--- config.mk ---
export PLATFORM = sky130hd
export DESIGN_NAME = mc_datapath
export DESIGN_NICKNAME = d
export VERILOG_FILES = /design/src/rtl/mc_datapath.sv
export SDC_FILE = /design/constraint.sdc
export NUM_CORES = 2
export LEC_CHECK = 0
export BUFFER_PORTS_ARGS = -buffer_cell sky130_fd_sc_hd__buf_2
export CORE_MARGIN = 2
export CORE_UTILIZATION = 30
export CTS_BUF_LIST = sky130_fd_sc_hd__clkbuf_4 sky130_fd_sc_hd__clkbuf_8 sky130_fd_sc_hd__clkbuf_16
export CTS_CLUSTER_SIZE = 12
export DETAILED_ROUTE_END_ITERATION = 16
export PLACE_DENSITY_LB_ADDON = 0.25
export SETUP_SLACK_MARGIN = 0.4
export SYNTH_ARGS = -nofsm -noshare
export SYNTH_HDL_FRONTEND = slang
export SYNTH_SLANG_ARGS = --single-unit
--- constraint.sdc ---
create_clock -name clk -period 6.79 [get_ports clk]
set_clock_uncertainty 0.1 [all_clocks]
set_input_delay 0.3395 -clock clk [delete_from_list [all_inputs] [get_ports clk]]
set_output_delay 0.3395 -clock clk [all_outputs]
set_load 0.02 [all_outputs]
--- src/rtl/mc_datapath.sv ---
`default_nettype none
// ---------------------------------------------------------------------------
// mc_datapath - multi-cycle RV32I datapath with one shared memory port
// Rev 1.0
// ---------------------------------------------------------------------------
module mc_datapath #(
  parameter int              XLEN      = 32,
  parameter logic [XLEN-1:0] RESET_PC  = '0,
  parameter int              REG_COUNT = 32
) (
  input  logic            clk,
  input  logic            reset,
  input  logic            regfile_wren,
  input  logic            PC_sel,
  input  logic            PC_target_sel,
  input  logic            ALU_bsel,
  input  logic [1:0]      result_sel,
  input  logic [2:0]      ximm_sel,
  input  logic [3:0]      ALU_control,
  input  logic            mem_read,
  input  logic            mem_write,
  input  logic [XLEN-1:0] mem_rdata,
  input  logic            mem_ready,
  output logic            mem_req,
  output logic            mem_we,
  output logic [XLEN-1:0] mem_addr,
  output logic [XLEN-1:0] mem_wdata,
  output logic [31:0]     instruction,
  output logic [XLEN-1:0] PC,
  output logic            Z,
  output logic [2:0]      phase,
  output logic            retire
);

  localparam int         RIDX_W    = $clog2(REG_COUNT);
  localparam int         SH_W      = $clog2(XLEN);
  localparam logic [5:0] REG_LIMIT = 6'(REG_COUNT);

  typedef enum logic [2:0] {
    FETCH  = 3'd0,
    DECODE = 3'd1,
    EXEC   = 3'd2,
    MEM    = 3'd3,
    WB     = 3'd4
  } phase_t;

  phase_t phase_q, phase_d;

  logic [XLEN-1:0] pc_q;
  logic [31:0]     ir_q;
  logic [XLEN-1:0] oldpc_q;
  logic [XLEN-1:0] a_q;
  logic [XLEN-1:0] b_q;
  logic [XLEN-1:0] imm_q;
  logic [XLEN-1:0] aluout_q;
  logic [XLEN-1:0] mdr_q;
  logic [XLEN-1:0] rf_q [REG_COUNT];

  logic [4:0]        rs1_idx, rs2_idx, rd_idx;
  logic              rs1_ok, rs2_ok, rd_ok;
  logic [XLEN-1:0]   rs1_val, rs2_val;
  logic [31:0]       imm32;
  logic [XLEN-1:0]   imm_ext;
  logic [XLEN-1:0]   alu_b;
  logic [XLEN-1:0]   alu_res;
  logic [XLEN-1:0]   target_base, target_sum, target;
  logic [XLEN-1:0]   link;
  logic [XLEN-1:0]   result;

  assign rs1_idx = ir_q[19:15];
  assign rs2_idx = ir_q[24:20];
  assign rd_idx  = ir_q[11:7];

  // x0 and indices beyond the implemented register count read as zero
  assign rs1_ok  = (rs1_idx != 5'd0) && ({1'b0, rs1_idx} < REG_LIMIT);
  assign rs2_ok  = (rs2_idx != 5'd0) && ({1'b0, rs2_idx} < REG_LIMIT);
  assign rd_ok   = (rd_idx  != 5'd0) && ({1'b0, rd_idx}  < REG_LIMIT);
  assign rs1_val = rs1_ok ? rf_q[rs1_idx[RIDX_W-1:0]] : '0;
  assign rs2_val = rs2_ok ? rf_q[rs2_idx[RIDX_W-1:0]] : '0;

  always_comb begin
    imm32 = 32'd0;
    case (ximm_sel)
      3'd0:    imm32 = {{20{ir_q[31]}}, ir_q[31:20]};
      3'd1:    imm32 = {{20{ir_q[31]}}, ir_q[31:25], ir_q[11:7]};
      3'd2:    imm32 = {{19{ir_q[31]}}, ir_q[31], ir_q[7], ir_q[30:25], ir_q[11:8], 1'b0};
      3'd3:    imm32 = {ir_q[31:12], 12'd0};
      3'd4:    imm32 = {{11{ir_q[31]}}, ir_q[31], ir_q[19:12], ir_q[20], ir_q[30:21], 1'b0};
      default: imm32 = 32'd0;
    endcase
  end

  assign imm_ext = XLEN'($signed(imm32));
  assign alu_b   = ALU_bsel ? imm_q : b_q;

  // ALU_control is {funct7[5], funct3}; 4'b1111 passes operand B through (LUI)
  always_comb begin
    alu_res = '0;
    case (ALU_control)
      4'b0000: alu_res = a_q + alu_b;
      4'b1000: alu_res = a_q - alu_b;
      4'b0001: alu_res = a_q << alu_b[SH_W-1:0];
      4'b0010: alu_res = XLEN'($signed(a_q) < $signed(alu_b));
      4'b0011: alu_res = XLEN'(a_q < alu_b);
      4'b0100: alu_res = a_q ^ alu_b;
      4'b0101: alu_res = a_q >> alu_b[SH_W-1:0];
      4'b1101: alu_res = XLEN'($signed(a_q) >>> alu_b[SH_W-1:0]);
      4'b0110: alu_res = a_q | alu_b;
      4'b0111: alu_res = a_q & alu_b;
      4'b1111: alu_res = alu_b;
      default: alu_res = a_q + alu_b;
    endcase
  end

  assign Z = (alu_res == '0);

  assign target_base = PC_target_sel ? a_q : oldpc_q;
  assign target_sum  = target_base + imm_q;
  assign target      = PC_target_sel ? {target_sum[XLEN-1:1], 1'b0} : target_sum;
  assign link        = oldpc_q + XLEN'(4);

  always_comb begin
    result = aluout_q;
    case (result_sel)
      2'd0: result = aluout_q;
      2'd1: result = mdr_q;
      2'd2: result = link;
      2'd3: result = target;
      default: result = aluout_q;
    endcase
  end

  always_comb begin
    phase_d = phase_q;
    case (phase_q)
      FETCH:   if (mem_ready) phase_d = DECODE;
      DECODE:  phase_d = EXEC;
      EXEC:    phase_d = (mem_read | mem_write) ? MEM : WB;
      MEM:     if (mem_ready) phase_d = WB;
      WB:      phase_d = FETCH;
      default: phase_d = FETCH;
    endcase
  end

  always_ff @(posedge clk) begin
    if (reset) begin
      phase_q <= FETCH;
    end else begin
      phase_q <= phase_d;
    end
  end

  always_ff @(posedge clk) begin
    if (reset) begin
      pc_q     <= RESET_PC;
      ir_q     <= 32'h0000_0013;
      oldpc_q  <= '0;
      a_q      <= '0;
      b_q      <= '0;
      imm_q    <= '0;
      aluout_q <= '0;
      mdr_q    <= '0;
    end else begin
      case (phase_q)
        FETCH: begin
          if (mem_ready) begin
            ir_q    <= mem_rdata[31:0];
            oldpc_q <= pc_q;
          end
        end
        DECODE: begin
          a_q   <= rs1_val;
          b_q   <= rs2_val;
          imm_q <= imm_ext;
        end
        EXEC: aluout_q <= alu_res;
        MEM: begin
          if (mem_ready) mdr_q <= mem_rdata;
        end
        WB: pc_q <= PC_sel ? target : link;
        default: ;
      endcase
    end
  end

  // Register file is intentionally not cleared by reset
  always_ff @(posedge clk) begin
    if (!reset && (phase_q == WB) && regfile_wren && rd_ok) begin
      rf_q[rd_idx[RIDX_W-1:0]] <= result;
    end
  end

  assign mem_req     = (phase_q == FETCH) || (phase_q == MEM);
  assign mem_we      = (phase_q == MEM) && mem_write;
  assign mem_addr    = (phase_q == MEM) ? aluout_q : pc_q;
  assign mem_wdata   = b_q;
  assign instruction = ir_q;
  assign PC          = pc_q;
  assign phase       = phase_q;
  assign retire      = (phase_q == WB);

endmodule
`default_nettype wire

==> flow_metrics.py <==
metrics = {
    "routing": {
        "wl_um": 287000,
        "viasPerCell": 5.94,
        "drt_iter0_drc": 6011,
        "wl_met1_um": 116000,
        "vias": 49805,
        "dr.pass1.iters": 7,
        "wl_met2_um": 136000,
        "met3_length_um": 21200,
        "top_layer": "met5",
        "detail_route.wl_per_cell_um": 34.2,
        "detail-route-antenna-nets": 0,
        "drc": 0,
    },
    "setup_path": {
        "worstPathMaxFanout": 46,
        "critical_path_arrival_ns": 5.86,
        "crit_type": "flip-flop to output port",
        "r2r_cells": 15,
        "endpoint": "Z",
        "crit_required_ns": 6.35,
        "cp-end-kind": "output port",
        "r2r_slack_ns": 1.21,
        "cpLargestDelayFamily": "simple AND/OR/NAND/NOR gates",
        "critical_path.startpoint_type": "flip-flop",
        "slowest_delay_ns": 0.59,
        "critPathBufInv": 5,
        "cp.depth": 16,
        "rr_endpoint": "rf_q[12][30]",
        "cp_cell_sequence": "mux2i_4 > inv_2 > buf_6 > mux4_2 > a221oi_2 > nor2_1 > o31ai_1 > o2bb2ai_1 > nor2_1 > nand4b_1 > nor4b_1 > buf_4 > nand4_1 > nor4_2 > buf_4 > buf_2",
        "critPathSlowestCell": "a221oi_2",
        "startpoint": "mem_wdata[2]",
        "r2r_start": "a_q[0]",
    },
    "die": {
        "die_w_um": 486,
        "coreArea_um2": 232000,
        "die_area_um2": 237000,
        "num_io_pins": 185,
        "dieHeight_um": 486,
        "initial_core_util": 0.301,
        "rows": 177,
    },
    "sta": {
        "hold_viol": 0,
        "maxSlewViolCount": 0,
        "slew_headroom": 0.104,
        "fin_crit_sh": 0.928,
        "final-setup-viol-count": 0,
        "grt_setup_unrepaired": "no",
        "worstMarginPinSlew_ns": 1.34,
        "fin_crit_ns": 6.30,
        "max_freq_mhz": 159,
        "fin_tns_setup_ns": 0,
    },
    "placement": {
        "place.port_buffers": 184,
        "gp_congestion": 1.02,
        "dp.final_hpwl_um": 191000,
    },
    "clock_network": {
        "htreeDepth": 4,
        "cts_tree": "done",
        "clock_sinks": 1293,
        "clkLatencyLatePin_ns": 0.81,
        "ctsRootBufferMaster": "clkbuf_16",
        "cts_buffers": 144,
        "path_clk_slew_ns": 0.06,
        "clock_path_buffers": 3,
    },
    "logic_synthesis": {
        "ys_warn_count": 0,
        "synthFlopType": "edfxtp_1",
        "synth.distinct_cells": 97,
        "ys_ff_latch": 1293,
        "synthArstFlopShare": 0,
        "synth_edf_count": 1024,
        "syn_inst": 5034,
        "synth_area_per_cell_um2": 13.9,
        "seq_area_frac_synth": 0.518,
        "synth_area_um2": 69800,
    },
    "global_route": {
        "grt_pass1_wl_um": 396000,
        "antenna_found_initial": 15,
        "grt_max_degree": 110,
        "grt_pass1_vias": 48856,
        "grt-ovfl-total": 0,
        "track_usage": 0.238,
    },
    "job": {
        "cap_violations": 0,
    },
    "min_path": {
        "whs_path_depth": 3,
        "min-delay-path-class": "input port to flip-flop",
    },
    "pwr": {
        "power.density_nw_per_um2": 245,
        "finalPower_mw": 19.7,
        "ir_drop_v": 0.000268,
        "leakage_nw": 26.1,
    },
    "cells_and_area": {
        "final_nets": 5399,
        "area_growth_syn_to_layout_pct": 15.1,
        "drive_gt1_frac": 0.286,
    },
    "outcome": {
        "run_status": "completed",
    },
}
-- layout by cell type (no fill, tap or decap), types with 68 or more instances in the layout --
| cell type | n |
|---|---|
| buf_2 | 182 |
| mux2i_1 | 129 |
| ha_1 | 128 |
| dfxtp_1 | 251 |
| inv_1 | 110 |
| mux4_2 | 705 |
| nor2_1 | 406 |
| nand3_1 | 76 |
| o21ai_0 | 117 |
| clkbuf_16 | 150 |
| nor3_1 | 68 |
| nand2_1 | 414 |
| a21oi_1 | 377 |
| buf_4 | 159 |
| edfxtp_1 | 1024 |
| mux2_2 | 75 |
-- report_power, final --
group / switching (mW) / internal (mW) / total, mW
Sequential: 0.211 / 8.61 / 8.82
Combinational: 1.83 / 1.13 / 2.95
Clock: 3.32 / 4.60 / 7.92
-- worst min-delay path: cells and delay by family --
family                 cells  cell delay (ns)
and+or+nand+nor            1             0.17
AOI/OAI and AO/OA          1             0.06
buffers and inverters      1             0.36
-- through the flow --
stage	setup WS (ns)	utilization	std cells	hold slack, ns	cell area (um^2)
after detailed placement	0.270	0.323	8071	0.345	74900
final	0.489	0.347	8381	0.0751	80300
after floorplan	1.04	-	5065	0.333	69900
after CTS	0.429	0.346	8374	0.0121	80200
after global placement	-0.528	0.323	8070	0.341	74900
after global routing	0.403	0.346	8376	0.119	80300
-- cell usage after synthesis (14+ instances only) --
master / instances / area [um^2]
edfxtp_1: 1024 / 30700
mux4_2: 705 / 15900
nor2_1: 437 / 1640
nand2_1: 415 / 1560
a21oi_1: 379 / 1900
clkbuf_1: 286 / 1070
dfxtp_1: 269 / 5390
mux2i_1: 142 / 1420
ha_1: 131 / 1640
o21ai_0: 117 / 586
inv_1: 111 / 417
nand3_1: 76 / 380
mux2_2: 75 / 845
buf_1: 70 / 263
nor3_1: 69 / 345
a211oi_1: 59 / 443
xnor2_1: 53 / 464
a22oi_1: 43 / 323
o221ai_1: 31 / 272
buf_2: 29 / 145
a221oi_1: 28 / 245
o211ai_1: 27 / 203
xor2_1: 27 / 236
a31oi_1: 26 / 163
nand2b_1: 25 / 156
o22ai_1: 25 / 156
a21o_1: 22 / 165
nand4_1: 19 / 119
nor2b_1: 18 / 113
nor4_1: 17 / 106
o21bai_1: 16 / 120
and2_1: 15 / 93.8
and3_1: 14 / 87.6
or2_2: 14 / 87.6
or3_1: 14 / 87.6
-- layout make-up --
cell class | count | area, um^2
multi-input combinational | 3262 | 32300
clock inverter | 56 | 520
inverter | 116 | 440
tap | 3043 | 3810
sequential | 1293 | 36200
timing repair buffer | 398 | 2800
antenna | 7 | 17.5
clock buffer | 206 | 4240
fill | 22269 | 152000
-- kinds of logic (layout without fill, tap and decap cells) --
| group | Yosys count | count (layout) | share of synthesized area |
|---|---|---|---|
| compound gates | 913 | 913 | 0.0840 |
| xor+xnor | 80 | 80 | 0.0100 |
| fa+ha+maj | 134 | 134 | 0.0243 |
| buf+inv | 510 | 776 | 0.0291 |
| flops | 1293 | 1293 | 0.518 |
| mux | 924 | 924 | 0.261 |
| other cells | 1 | 39 | 0.0000537 |
| simple gates | 1179 | 1179 | 0.0740 |
-- repair_timing --
item,in CTS,in global routing
hold buffers,40,0
pin swaps,1,1
hold endpoints to repair,95,0
resized for setup,18,28
endpoints found under the setup margin,1,1
setup buffers,1,0
-- state kept, by name, indices dropped and copies added, names as in the netlist, named ones only --
register	flops
PC	32
a_q	32
aluout_q	32
imm_q	32
instruction	32
mdr_q	32
mem_wdata	32
oldpc_q	32
phase	3
rf_q	1024
-- worst min path at each step --
stage | startpoint | to | slack, ns
final | PC_sel | PC[29] | 0.08
after CTS | PC_sel | PC[29] | 0.01
after floorplan | mdr_q[0] | mdr_q[0] | 0.33
after global placement | mdr_q[20] | mdr_q[20] | 0.34
after global routing | PC_sel | PC[29] | 0.12
after detailed placement | mdr_q[16] | mdr_q[16] | 0.34
-- layer usage --
| layer | vias up | GRT usage |
|---|---|---|
| met3 | 533 | 0.0402 |
| met5 | - | 0 |
| met1 | 26411 | 0.315 |
| met2 | 2467 | 0.386 |
| li1 | 20386 | - |
| met4 | 8 | 0.0974 |
Power figures use the tool's default switching activity.
